$ cat config.mk
export PLATFORM = sky130hd
export DESIGN_NAME = instruction_fetch
export DESIGN_NICKNAME = d
export VERILOG_FILES = /design/src/rtl/instruction_fetch_pkg.sv /design/src/rtl/fetch_buffer.sv /design/src/rtl/instruction_fetch.sv
export SDC_FILE = /design/constraint.sdc
export NUM_CORES = 1
export LEC_CHECK = 0
export ABC_CLOCK_PERIOD_IN_PS = 2700
export CELL_PAD_IN_SITES_DETAIL_PLACEMENT = 1
export CELL_PAD_IN_SITES_GLOBAL_PLACEMENT = 2
export CORE_ASPECT_RATIO = 0.6
export CORE_MARGIN = 4
export CORE_UTILIZATION = 31
export CTS_BUF_LIST = sky130_fd_sc_hd__clkbuf_8
export CTS_CLUSTER_SIZE = 20
export DETAILED_ROUTE_END_ITERATION = 12
export GPL_ROUTABILITY_DRIVEN = 0
export PLACE_DENSITY_LB_ADDON = 0.12
export SLEW_MARGIN = 20
export SYNTH_ARGS = -nofsm -noshare
export SYNTH_HDL_FRONTEND = slang
export SYNTH_SLANG_ARGS = --single-unit
$ cat constraint.sdc
create_clock -name clk -period 2.7 [get_ports clk]
set_input_delay 0.27 -clock clk [delete_from_list [all_inputs] [get_ports clk]]
set_output_delay 0.27 -clock clk [all_outputs]
set_load 0.02 [all_outputs]
$ cat src/rtl/instruction_fetch_pkg.sv
// Shared core definitions for the fetch slice: default widths and fetch FSM encoding.
package instruction_fetch_pkg;

  localparam int PROGRAM_COUNTER_WIDTH = 16;
  localparam int INSTR_WIDTH           = 32;

  typedef enum logic {
    IDLE  = 1'b0,
    FETCH = 1'b1
  } fetch_state_t;

endpackage

$ cat src/rtl/fetch_buffer.sv
// Two-entry instruction skid FIFO; head is visible the cycle after push.
// Clear empties it and wins over push/pop; push is dropped when full without a pop.
module fetch_buffer #(
  parameter int WIDTH = 48
) (
  input  logic             clk,
  input  logic             rst,
  input  logic             clear,
  input  logic             push,
  input  logic             pop,
  input  logic [WIDTH-1:0] push_data,
  output logic [1:0]       count,
  output logic [WIDTH-1:0] head
);

  logic [WIDTH-1:0] mem [2];
  logic             rd_ptr;
  logic             wr_ptr;
  logic             do_push;
  logic             do_pop;

  assign do_pop  = pop && (count != 2'd0);
  assign do_push = push && ((count != 2'd2) || do_pop);
  assign head    = mem[rd_ptr];

  always_ff @(posedge clk) begin
    if (rst) begin
      rd_ptr <= 1'b0;
      wr_ptr <= 1'b0;
      count  <= 2'd0;
      for (int i = 0; i < 2; i++) begin
        mem[i] <= '0;
      end
    end else if (clear) begin
      rd_ptr <= 1'b0;
      wr_ptr <= 1'b0;
      count  <= 2'd0;
    end else begin
      if (do_push) begin
        mem[wr_ptr] <= push_data;
        wr_ptr      <= ~wr_ptr;
      end
      if (do_pop) begin
        rd_ptr <= ~rd_ptr;
      end
      count <= count + 2'(do_push) - 2'(do_pop);
    end
  end

endmodule

$ cat src/rtl/instruction_fetch.sv
// Instruction fetch: issues one-cycle-latency memory reads and buffers results; first out_valid 2 cycles after first imem_req.
// Backpressure: out_ready low stops issue once buffered + in-flight reaches 2; flush empties the buffer and kills the in-flight read.
module instruction_fetch #(
  parameter int PROGRAM_COUNTER_WIDTH = instruction_fetch_pkg::PROGRAM_COUNTER_WIDTH,
  parameter int INSTR_WIDTH           = instruction_fetch_pkg::INSTR_WIDTH
) (
  input  logic                             clk,
  input  logic                             rst,
  input  logic                             enable,
  input  logic                             flush,
  input  logic [PROGRAM_COUNTER_WIDTH-1:0] pc,
  output logic                             pc_run,
  output logic                             imem_req,
  output logic [PROGRAM_COUNTER_WIDTH-1:0] imem_addr,
  input  logic [INSTR_WIDTH-1:0]           imem_rdata,
  output logic                             out_valid,
  input  logic                             out_ready,
  output logic [INSTR_WIDTH-1:0]           out_instr,
  output logic [PROGRAM_COUNTER_WIDTH-1:0] out_pc
);

  import instruction_fetch_pkg::*;

  typedef struct packed {
    logic [INSTR_WIDTH-1:0]           instr;
    logic [PROGRAM_COUNTER_WIDTH-1:0] pc;
  } fetch_entry_t;

  fetch_state_t                     state;
  fetch_state_t                     state_next;
  logic                             inflight;
  logic [PROGRAM_COUNTER_WIDTH-1:0] tag;
  logic [1:0]                       count;
  logic [2:0]                       occupancy;
  logic                             pop;
  logic                             push;
  fetch_entry_t                     push_entry;
  fetch_entry_t                     head;

  assign imem_addr = pc;
  assign out_valid = (count != 2'd0);
  assign pop       = out_valid && out_ready;
  // A response arriving in a flush cycle belongs to the abandoned path.
  assign push      = inflight && !flush;
  assign occupancy = {1'b0, count} + {2'b00, inflight} - {2'b00, pop};
  assign pc_run    = imem_req || flush;

  assign push_entry = '{instr: imem_rdata, pc: tag};
  assign out_instr  = head.instr;
  assign out_pc     = head.pc;

  always_ff @(posedge clk) begin
    if (rst) begin
      state    <= IDLE;
      inflight <= 1'b0;
      tag      <= '0;
    end else begin
      state    <= state_next;
      inflight <= imem_req;
      if (imem_req) begin
        tag <= pc;
      end
    end
  end

  // out_ready reaches imem_req/pc_run combinationally so a draining slot is refilled without a bubble.
  always_comb begin
    state_next = state;
    imem_req   = 1'b0;
    case (state)
      IDLE: begin
        if (enable) state_next = FETCH;
      end
      FETCH: begin
        if (!enable) state_next = IDLE;
        imem_req = !rst && !flush && (occupancy < 3'd2);
      end
      default: state_next = IDLE;
    endcase
  end

  fetch_buffer #(
    .WIDTH($bits(fetch_entry_t))
  ) u_buffer (
    .clk       (clk),
    .rst       (rst),
    .clear     (flush),
    .push      (push),
    .pop       (pop),
    .push_data (push_entry),
    .count     (count),
    .head      (head)
  );

endmodule
Yosys cells after proc, flatten, opt, wreduce, memory -nomap -nowiden:

Memory sizes are Yosys's and may differ from the RTL's. A register that Yosys moved wholly into a read port is not among the register bits.
Index checks and enable logic that the tools add are counted.

* add/sub/neg operators: 4
* $lt $le $gt $ge: 1
* equal/unequal tests: 1
* muxes and demuxes: 13
* bitwise operators: 2
* reduce and logical (&&, ||, !) cells: 13

Operators by type and width (count)
* 2-to-1 mux 48 bit: 1
* OR reduction 48 bit: 1
* 2-to-1 mux 1 bit: 12
* logical AND 1 bit: 6
* adder 2 x 1 -> 3 bit: 1
* < comparator 3 x 2 -> 1 bit, second input constant: 1
* subtractor 3 x 1 -> 3 bit: 1
* adder 2 x 1 -> 2 bit: 1
* zero test 1 bit: 2
* logical OR 1 bit: 2
* != test 2 bit, second input constant: 1
* NOT 1 bit: 2
* nonzero test 2 bit: 1
* OR reduction 2 bit: 1
* subtractor 2 x 1 -> 2 bit: 1

* register bits after elaboration: 22
* bits in writable memories: 96
* input port bits: 53
* output and inout bits: 67
* word-level logic and storage cells: 41
* memories kept: 1

Memory list
* u_buffer.mem: words 2, bits a word 48, rd ports 1, clocked after Yosys merged registers in 1, write ports 2, RTL line fetch_buffer.sv:16 `logic [WIDTH-1:0] mem [2];`

Depth between registers and ports, before layout:

Gate-level depths: netlist of run 1.

* word-level depth: 11
* depth in mapped cells: 10
* depth with buffers taken out: 7

Modules after synthesis:

A second synthesis of run 1 with hierarchy kept.

* cells, all modules: 385
* area, all modules: 5318.9 um^2

By module, submodules not included
* fetch_buffer: instances 1, cells each 280, area each 4401.7 um^2, sequential area each 2982.9 um^2
* instruction_fetch: instances 1, cells each 105, area each 917.1 um^2, sequential area each 360.3 um^2

Least setup slack after synthesis of run 1:

Ideal clock, no wire load.

* kind: flip-flop to flip-flop
* from: register u_buffer.count[1]
* to: memory u_buffer.mem[1][0], enable pin
* library setup time: 0.413 ns
* data arrival time: 2.246 ns
* data required time: 2.287 ns
* path slack: 0.040 ns
* stages on the path, launching flop included: 6
* path buffers: 2
* clock period less this slack: 2.660 ns
* path through: dfxtp_1 > buf_6 > nor3b_4 > or3b_1 > buf_6 > nand2b_1

RTL lines
* start, declared: RTL line fetch_buffer.sv:12 `output logic [1:0] count,`
* start signal, assigned: RTL line fetch_buffer.sv:46 `count <= count + 2'(do_push) - 2'(do_pop);`
* end, declared: RTL line fetch_buffer.sv:16

Worst setup path after layout of run 1:

* from: register u_buffer.count[0]
* to: output pc_run

* longest elaborated chain between the ends: 7
* elaborated cells between the ends (all ways): 8
* classes of those cells: add/sub: 2; order compare: 1; mux: 1; reduce/logical: 4

RTL lines
* branches (longest 2 deep; another with adder 2 x 1 -> 3 bit)
* subtractor 3 x 1 -> 3 bit *: RTL line instruction_fetch.sv:45 `assign occupancy = {1'b0, count} + {2'b00, inflight} - {2'b00, pop};`
* < comparator 3 x 2 -> 1 bit *: RTL line instruction_fetch.sv:76 `imem_req = !rst && !flush && (occupancy < 3'd2);`
* logical AND 1 bit *: RTL line instruction_fetch.sv:76
* 2-to-1 mux 1 bit *: RTL line instruction_fetch.sv:70 `case (state)`
* logical OR 1 bit *: RTL line instruction_fetch.sv:46 `assign pc_run = imem_req || flush;`
* end, declared: RTL line instruction_fetch.sv:12 `output logic pc_run,`

Every way passes the cells marked *.

==> impl_metrics.ini, run 1 <==
[floorplanning]
fp-row-count = 36
die_h_um = 110
initial_core_util_pct = 32.4
die_x_um = 178
die_area_sq_mm = 0.0195
io_pins = 120
core_sq_mm = 0.0166

[worst_setup_path]
endpoint_kind = output pin
worstPathArrival_ns = 2.38
critPathKind = flip-flop to output pin
worstPathMaxFanout = 4
crit_required_ns = 2.43
critPathLaunchType = flip-flop

[sta]
fmax_ghz = 0.377
finalCritPeriodShare_pct = 98.2
setup_viol = 0
report.final.slew_viol_count = 0
clock_skew_ns = 0.00975
min_period_ns = 2.65
relSlewSlack_pct = 58.6
setup_tns_ns = 0
rsz0062_at_grt = yes
timing_hold_violations_final = 0
worst_pin_slew_ns = 0.621

[clock_tree]
cts_made_buffers = 17
h-tree-depth = 4
cts_tree = yes
clkTransAtPathRegs_ns = 0.07
cts_root_buf = clkbuf_8
cts.path.max_buffers = 2
clkLatencyLatePin_ns = 0.41
cts_sinks = 119
postCtsHoldBufs = 0

[worst_hold_path]
worstHoldPathType = input port to flip-flop

[power_and_ir_drop]
p_per_area_mw_per_mm2 = 573
power.total_w = 0.00411
leakage_nw = 2.54
ir_drop_mv = 0.296

[drt]
first_pass_iters = 4
vias_per_cell = 4.63
drt-initial-drc-count = 236
drc = 0
wl_um = 13900
vias = 3610
ant_nets = 0
wl_per_cell_um = 17.8

[place]
hpwl_um = 8970
io_buffers = 119

[grt]
grt_overflow = 0
grtUsageTotal_pct = 14.8
grt_max_degree = 59
grt_pass1_vias = 3844
antenna_found_initial = 0
grt_pass1_wl_um = 21600

[yosys]
synth_top_area_share_pct = 53.8
ys_ff_latch = 119
synthTopCellsByArea = edfxtp_1, mux2_2, dfxtp_1, nor2_1, nand2b_1
yosys_warnings = 0
syn_nets = 481
syn_inst = 424
syn-mean-instance-area_sq_um = 12.6
yosysTopAreaCell = edfxtp_1
synth_cell_types = 33
netlist_area_sq_mm = 0.00536
synth_seq_area_share_pct = 62.3

[finish]
post-route-util_pct = 43.3
fillers = 1796
multi_input_area_sq_mm = 0.00175
drive_gt1_share_pct = 21.6
seqCellArea_sq_mm = 0.00335
fin_nets = 596
syn_to_final_growth_pct = 33.7

[run]
drv_cap = 0

[status]
status = completed
-- path summary, 6_finish.rpt --
path / to / startpoint / slack (ns) / cells after the start
worst min register to register: tag[1] / tag[1] / 0.49 / 2
worst min-delay path: state / enable / 0.41 / 2
worst max-delay path: pc_run / u_buffer.count[0] / 0.05 / 8
worst max register to register: tag[12] / u_buffer.count[0] / 0.36 / 10
-- placed cells by master, fill, tap and decap left out, drive strengths merged --
| cell | instances |
|---|---|
| and2 | 34 |
| xor2 | 1 |
| nor3b | 1 |
| nor4b | 1 |
| or3b | 1 |
| or3 | 1 |
| xnor2 | 4 |
| clkdlybuf4s50 | 116 |
| o22ai | 1 |
| nand2 | 1 |
| nand2b | 36 |
| dfxtp | 23 |
| nor4bb | 1 |
| clkinvlp | 4 |
| edfxtp | 96 |
| diode | 1 |
| nor4 | 1 |
| nand4bb | 1 |
| clkbuf | 17 |
| nor2b | 1 |
| o21ai | 16 |
| buf | 24 |
| ha | 3 |
| inv | 3 |
| nor2 | 68 |
| fa | 1 |
| mux2 | 48 |
| nand3 | 16 |
| o21a | 2 |
| clkinv | 6 |
| or2 | 2 |
| nor3 | 2 |
| bufinv | 3 |
| a21oi | 16 |
-- cell usage after synthesis, drive strengths merged --
master and instances:
o21ai 16, nor4bb 1, or2 2, nor3b 1, or3 1, nor4 1, clkbuf 14, o22ai 1
mux2 48, a21oi 16, ha 3, and2 34, nor3 2, nor4b 1, nand4bb 1, inv 2
xor2 1, nand2b 36, nor2b 1, edfxtp 96, or3b 1, nand2 1, buf 30, fa 1
dfxtp 23, o21a 2, nor2 68, nand3 16, xnor2 4
-- critical path, cell delays in order (launching register included) --
cell and delay, ns:
dfxtp_2 0.33, o21a_1 0.16, ha_1 0.26, nand2b_4 0.14, fa_2 0.44, nand4bb_1 0.15
nor2_2 0.06, or2_2 0.28, buf_6 0.14
-- registers in the layout, summed over array words and instances (netlist names), named ones only --
signal	cells
inflight	1
state	1
tag	16
u_buffer.count	2
u_buffer.mem	96
u_buffer.rd_ptr	1
u_buffer.wr_ptr	1
-- metal layers --
metal	vias up	global-route usage [%]	wire (um)
li1	1688	-	-
met1	1834	20.7	6780
met2	81	22.8	6380
met3	7	4.26	667
met4	0	3.31	72
met5	-	0	0
-- layout make-up --
class | instances | share of cell area (%)
Tap cell | 228 | 3.98
Multi-Input combinational cell | 259 | 24.4
Clock inverter | 14 | 2.48
Clock buffer | 17 | 3.26
Antenna cell | 1 | 0.0349
Sequential cell | 119 | 46.7
Timing Repair Buffer | 140 | 19.1
Inverter | 2 | 0.105
-- stage by stage --
| stage | instance area (sq um) | instances | setup slack (ns) | hold WS (ns) |
|---|---|---|---|---|
| floorplan | 5360 | 424 | 0.0404 | 0.349 |
| global placement | 6710 | 745 | -0.294 | 0.466 |
| detailed placement | 6710 | 745 | -0.365 | 0.487 |
| CTS | 7150 | 778 | 0.00328 | 0.382 |
| global route | 7170 | 779 | -0.0615 | 0.397 |
| finish | 7170 | 780 | 0.0495 | 0.414 |
-- kinds of logic (layout without fill, tap and decap cells) --
group | count (synthesis) | after routing | synth area share [%]
AO/OA/AOI/OAI | 35 | 35 | 3.38
XOR/XNOR | 5 | 5 | 0.817
adder cells (fa/ha/maj) | 4 | 4 | 1.07
buffers and inverters | 46 | 173 | 5.65
flip-flops | 119 | 119 | 62.3
multiplexers | 48 | 48 | 10.1
other | 0 | 1 | 0
AND/OR/NAND/NOR | 167 | 167 | 16.7
-- report_power, final --
part / switching (W) / leakage, nW / internal (W)
Combinational: 0.000193 / 1.16 / 0.000197
Sequential: 0.0000186 / 1.18 / 0.00203
Clock: 0.000750 / 0.194 / 0.000915
-- what timing repair did --
item | in CTS | in global routing
cloned | 0 | 0
pin swaps | 3 | 1
endpoints found under the hold margin | 0 | 0
resized for setup | 14 | 3
setup endpoints to repair | 2 | 2
buffers inserted | 2 | 1
Note: power is estimated with default switching activity, not from simulation.
==> run 2: changes to the inputs <==
--- a/config.mk
+++ b/config.mk
@@ -6,6 +6,7 @@
 export NUM_CORES = 1
 export LEC_CHECK = 0
 export ABC_CLOCK_PERIOD_IN_PS = 2700
+export CAP_MARGIN = 20
 export CELL_PAD_IN_SITES_DETAIL_PLACEMENT = 1
 export CELL_PAD_IN_SITES_GLOBAL_PLACEMENT = 2
 export CORE_ASPECT_RATIO = 0.6
@@ -16,6 +17,7 @@
 export DETAILED_ROUTE_END_ITERATION = 12
 export GPL_ROUTABILITY_DRIVEN = 0
 export PLACE_DENSITY_LB_ADDON = 0.12
+export REMOVE_ABC_BUFFERS = 1
 export SLEW_MARGIN = 20
 export SYNTH_ARGS = -nofsm -noshare
 export SYNTH_HDL_FRONTEND = slang
==> run 2 against run 1 <==
Against the previous run: setup slack got worse by 0.023 ns; critical path type unchanged; utilization increased by 1.1 points; cell count rose by 1.2%; sequential cell count unchanged; highest routed layer unchanged; maximum frequency down 0.85%; first-iteration DRC count fell by 29%.
==> impl_metrics.ini, run 2 (synthesis results as in run 1) <==
[drt]
ant_nets = 0
drc = 0
wl_um = 13400
drt-initial-drc-count = 168
vias_per_cell = 4.51
first_pass_iters = 4
wl_per_cell_um = 17.0
vias = 3557

[worst_hold_path]
worstHoldPathType = input port to flip-flop

[floorplanning]
fp-row-count = 36
core_sq_mm = 0.0166
die_x_um = 178
die_h_um = 110
die_area_sq_mm = 0.0195
io_pins = 120
initial_core_util_pct = 32.4

[sta]
worst_pin_slew_ns = 0.669
rsz0062_at_grt = yes
report.final.slew_viol_count = 0
clock_skew_ns = 0.0156
setup_viol = 0
timing_hold_violations_final = 0
fmax_ghz = 0.374
finalCritPeriodShare_pct = 99.0
min_period_ns = 2.67
relSlewSlack_pct = 55.4

[place]
io_buffers = 119
dpl_cell_area_sq_mm = 0.00680
hpwl_um = 8690
placedCellCount = 750

[finish]
fillers = 1755
largest_register_ffs = 96
syn_to_final_growth_pct = 37.1
regMostFlops = u_buffer.mem
finalInstanceArea_sq_mm = 0.00735
layout_commonest_cell = clkdlybuf4s50_1
post-route-util_pct = 44.3
fin_nets = 604
layout_common_cells = clkdlybuf4s50_1, edfxtp_1, nor2_1, mux2_2, and2_1
top_regs = u_buffer.mem: 96 flops, tag: 16 flops, u_buffer.count: 2 flops
drive_gt1_share_pct = 23.0
stdcell_count = 789

[worst_setup_path]
worstPathArrival_ns = 2.40
max_stage_delay_ns = 0.53
critPathKind = flip-flop to output pin
cp_slowest_cell = fa_2
endpoint_kind = output pin
critical_path.cell_chain = o21a_1 > ha_1 > nand2b_4 > fa_2 > nand4bb_1 > nor2_1 > or2_4 > buf_6
critPathLaunchType = flip-flop
crit_required_ns = 2.43
worstPathMaxFanout = 2

[clock_tree]
clkTransAtPathRegs_ns = 0.07
postCtsHoldBufs = 0
clkLatencyLatePin_ns = 0.44
cts.path.max_buffers = 2
cts_tree = yes
cts_root_buf = clkbuf_8
h-tree-depth = 4
cts_sinks = 119
cts_made_buffers = 17

[power_and_ir_drop]
leakage_nw = 2.63
ir_drop_mv = 0.237
p_per_area_mw_per_mm2 = 596

[run]
drv_cap = 0

[status]
status = completed

[grt]
grt_pass1_vias = 3813
grt_pass1_wl_um = 21000
grt_overflow = 0
grt_max_degree = 59
grtUsageTotal_pct = 14.3
antenna_found_initial = 0
run 2: changes by cell type in the layout (fill, tap and decap cells not counted), moves of 3 or more:
| cell | delta |
|---|---|
| buf_4 | +5 |
| o21ai_1 | +12 |
| o21ai_0 | -13 |
| buf_12 | +3 |
run 2: power breakdown:
part	switching [W]	leakage [nW]	internal (W)	total [W]
Combinational	0.000196	1.22	0.000208	0.000404
Clock	0.000768	0.234	0.00116	0.00193
Sequential	0.0000162	1.18	0.00203	0.00205
run 2: area by class of cell:
cell class                 instances  area [sq um]  share of cell area, %
sequential                       119          3350                   45.5
multi-input combinational        259          1760                   23.9
timing repair buffer             148          1470                   20.0
tap                              228           285                   3.88
clock buffer                      19           262                   3.56
clock inverter                    13           218                   2.96
inverter                           2          7.51                  0.102
antenna                            1          2.50                 0.0340
run 2: path summary, 6_finish.rpt:
| check | start | endpoint | slack, ns | depth (start not counted) |
|---|---|---|---|---|
| max | u_buffer.count[1] | pc_run | 0.03 | 8 |
| min | enable | state | 0.39 | 2 |
| max reg2reg | u_buffer.count[1] | tag[8] | 0.13 | 11 |
| min reg2reg | tag[9] | tag[9] | 0.48 | 2 |
run 2: what timing repair did:
| action | 4_1_cts | 5_1_grt |
|---|---|---|
| pin swaps | 3 | 3 |
| cloned | 0 | 0 |
| resized for setup | 18 | 14 |
| setup endpoints to repair | 2 | 18 |
| setup buffers | 7 | 0 |
run 2: routing by layer:
metal	routed length, um	track usage, %	part of all wire (%)	vias up
met2	6030	21.9	45	83
met4	118	4.80	0.88	0
met3	690	3.68	5.2	13
li1	-	-	-	1709
met5	0	0	0	-
met1	6560	19.9	49	1752
run 2: critical path: cells and delay by family, from the launching register on:
kind,cells,cell delay (ns)
DFF,1,0.32
and+or+nand+nor,4,0.56
AOI/OAI and AO/OA,1,0.18
buffers and inverters,1,0.11
adders and majority gates,2,0.80
run 2: through the flow:
| step | worst slack (ns) | setup TNS [ns] | hold WS, ns | total power (W) |
|---|---|---|---|---|
| after floorplan | -0.419 | -41.52 | 0.339 | 0.00223 |
| after global placement | -0.285 | -0.568 | 0.469 | 0.00249 |
| after detailed placement | -0.358 | -0.697 | 0.476 | 0.00250 |
| after CTS | -0.00287 | -0.00287 | 0.360 | 0.00444 |
| after global routing | -0.0905 | -0.168 | 0.385 | 0.00454 |
| final | 0.0267 | 0 | 0.387 | 0.00438 |
==> run 3: changes to the inputs <==
--- a/config.mk
+++ b/config.mk
@@ -11,13 +11,14 @@
 export CELL_PAD_IN_SITES_GLOBAL_PLACEMENT = 2
 export CORE_ASPECT_RATIO = 0.6
 export CORE_MARGIN = 4
-export CORE_UTILIZATION = 31
+export CORE_UTILIZATION = 25
 export CTS_BUF_LIST = sky130_fd_sc_hd__clkbuf_8
 export CTS_CLUSTER_SIZE = 20
 export DETAILED_ROUTE_END_ITERATION = 12
 export GPL_ROUTABILITY_DRIVEN = 0
 export PLACE_DENSITY_LB_ADDON = 0.12
 export REMOVE_ABC_BUFFERS = 1
+export SKIP_CTS_REPAIR_TIMING = 1
 export SLEW_MARGIN = 20
 export SYNTH_ARGS = -nofsm -noshare
 export SYNTH_HDL_FRONTEND = slang
==> run 3 against run 2 <==
Against the previous run: cell area is 1.0% lower; clock skew is 0.0044 ns lower; sequential power hardly changed; count of clock-buffer cells in the layout is 1 lower; critical path depth stayed put; sequential share of layout area is 0.48 points higher; power is 5.9% lower; clock power is 13% lower; sequential cell count stayed put; largest cell class unchanged; highest routed layer unchanged.
==> impl_metrics.ini, run 3 (synthesis results as in run 1) <==
[floorplanning]
die_area_sq_mm = 0.0239
die_x_um = 197
fp-row-count = 41
io_pins = 120
core_sq_mm = 0.0210
die_h_um = 121
initial_core_util_pct = 25.5

[clock_tree]
cts_made_buffers = 17
cts_tree = yes
cts_root_buf = clkbuf_8
h-tree-depth = 4
clkLatencyLatePin_ns = 0.43
cts.path.max_buffers = 2
clkTransAtPathRegs_ns = 0.07
cts_sinks = 119

[drt]
vias_per_cell = 4.22
vias = 3505
first_pass_iters = 4
wl_um = 14400
drc = 0
ant_nets = 0
drt-initial-drc-count = 187
wl_per_cell_um = 17.4

[finish]
finalInstanceArea_sq_mm = 0.00727
fin_nets = 595
regMostFlops = u_buffer.mem
largest_register_ffs = 96
syn_to_final_growth_pct = 35.7
drive_gt1_share_pct = 21.6
layout_commonest_cell = clkdlybuf4s50_1
top_regs = u_buffer.mem: 96 flops, tag: 16 flops, u_buffer.count: 2 flops
antenna_cells = 0
layout_common_cells = clkdlybuf4s50_1, edfxtp_1, nor2_1, mux2_2, and2_1

[place]
dpl_cell_area_sq_mm = 0.00684
pre_cts_ws_ns = -0.412
hpwl_um = 9300
io_buffers = 119

[grt]
grt_pass1_vias = 3878
grt_max_degree = 59
grt_overflow = 0
antenna_found_initial = 0
grt_pass1_wl_um = 22300
grtUsageTotal_pct = 12.4

[worst_setup_path]
crit_required_ns = 2.43
endpoint_kind = output pin
critPathLaunchType = flip-flop
r2r-start = u_buffer.count[1]
critPathLaunch = u_buffer.count[1]
r2r_cells = 8
critPathKind = flip-flop to output pin
reg2reg_to = tag[10]
max_stage_delay_ns = 0.54
cp_slowest_cell = fa_2
worstPathArrival_ns = 2.43
worstPathMaxFanout = 2
r2r_slack_ns = 0.41
crit_path_end = pc_run
critical_path.cell_chain = o21a_1 > ha_1 > nand2b_4 > fa_2 > nand4bb_1 > nor2_2 > or2_4 > buf_6

[sta]
setup_viol = 0
relSlewSlack_pct = 56.5
min_period_ns = 2.70
fmax_ghz = 0.371
rsz0062_at_grt = yes
report.final.slew_viol_count = 0
timing_hold_violations_final = 0
finalCritPeriodShare_pct = 99.8
worst_pin_slew_ns = 0.653
layout_setup_ws_ns = 0.00419
clock_skew_ns = 0.0112

[worst_hold_path]
worstHoldPathType = input port to flip-flop

[power_and_ir_drop]
ir_drop_mv = 0.238
leakage_nw = 2.57
p_per_area_mw_per_mm2 = 567

[status]
status = completed

[run]
drv_cap = 0
==> run 3: changes by cell type in the layout (fill, tap and decap cells not counted), sizes merged <==
| cell | change |
|---|---|
| buf | -9 |
| bufinv | -2 |
| clkbuf | -1 |
| clkinv | +3 |
| diode | -1 |
==> run 3: layout make-up <==
class,instances,area [sq um]
tap,279,349
clock inverter,14,161
clock buffer,18,248
sequential,119,3350
inverter,2,7.51
timing repair buffer,139,1400
multi-input combinational,259,1760
fill,2257,13800
==> run 3: worst min path at each step <==
stage | to | cells after the start | start | slack (ns)
2_1_floorplan | tag[0] | 1 | rst | 0.34
3_3_place_gp | tag[14] | 2 | tag[14] | 0.47
3_5_place_dp | tag[8] | 2 | tag[8] | 0.48
4_1_cts | state | 2 | enable | 0.35
5_1_grt | state | 2 | enable | 0.37
6_report | state | 2 | enable | 0.39
==> run 3: metal layers <==
metal / GRT usage, % / routed length (um)
met5: 0 / 0
met4: 4.03 / 159
met3: 3.16 / 517
met2: 19.4 / 6660
met1: 16.8 / 7070
==> run 3: per-stage QoR <==
stage / hold WS [ns] / setup TNS, ns / cells / total power [W] / utilization [%]
6_report: 0.393 / 0 / 830 / 0.00412 / 34.6
5_1_grt: 0.372 / -0.202 / 830 / 0.00432 / 34.6
4_1_cts: 0.352 / -1.08 / 830 / 0.00420 / 34.5
3_5_place_dp: 0.479 / -0.824 / 798 / 0.00250 / 32.5
3_3_place_gp: 0.469 / -0.729 / 798 / 0.00250 / 32.5
2_1_floorplan: 0.339 / -41.52 / 380 / 0.00223 / -
==> run 3: worst max-delay path, delay by kind of cell, from the launching register on <==
| family | cells | cell delay (ns) |
|---|---|---|
| simple gates | 4 | 0.59 |
| buf+inv | 1 | 0.10 |
| flops | 1 | 0.32 |
| compound gates | 1 | 0.18 |
| fa+ha+maj | 2 | 0.81 |
==> run 3: power by group <==
group | switching [W] | internal [W] | total (W)
clock network | 0.000740 | 0.000929 | 0.00167
registers | 0.0000164 | 0.00203 | 0.00205
logic | 0.000198 | 0.000206 | 0.000404
total | 0.000955 | 0.00317 | 0.00412
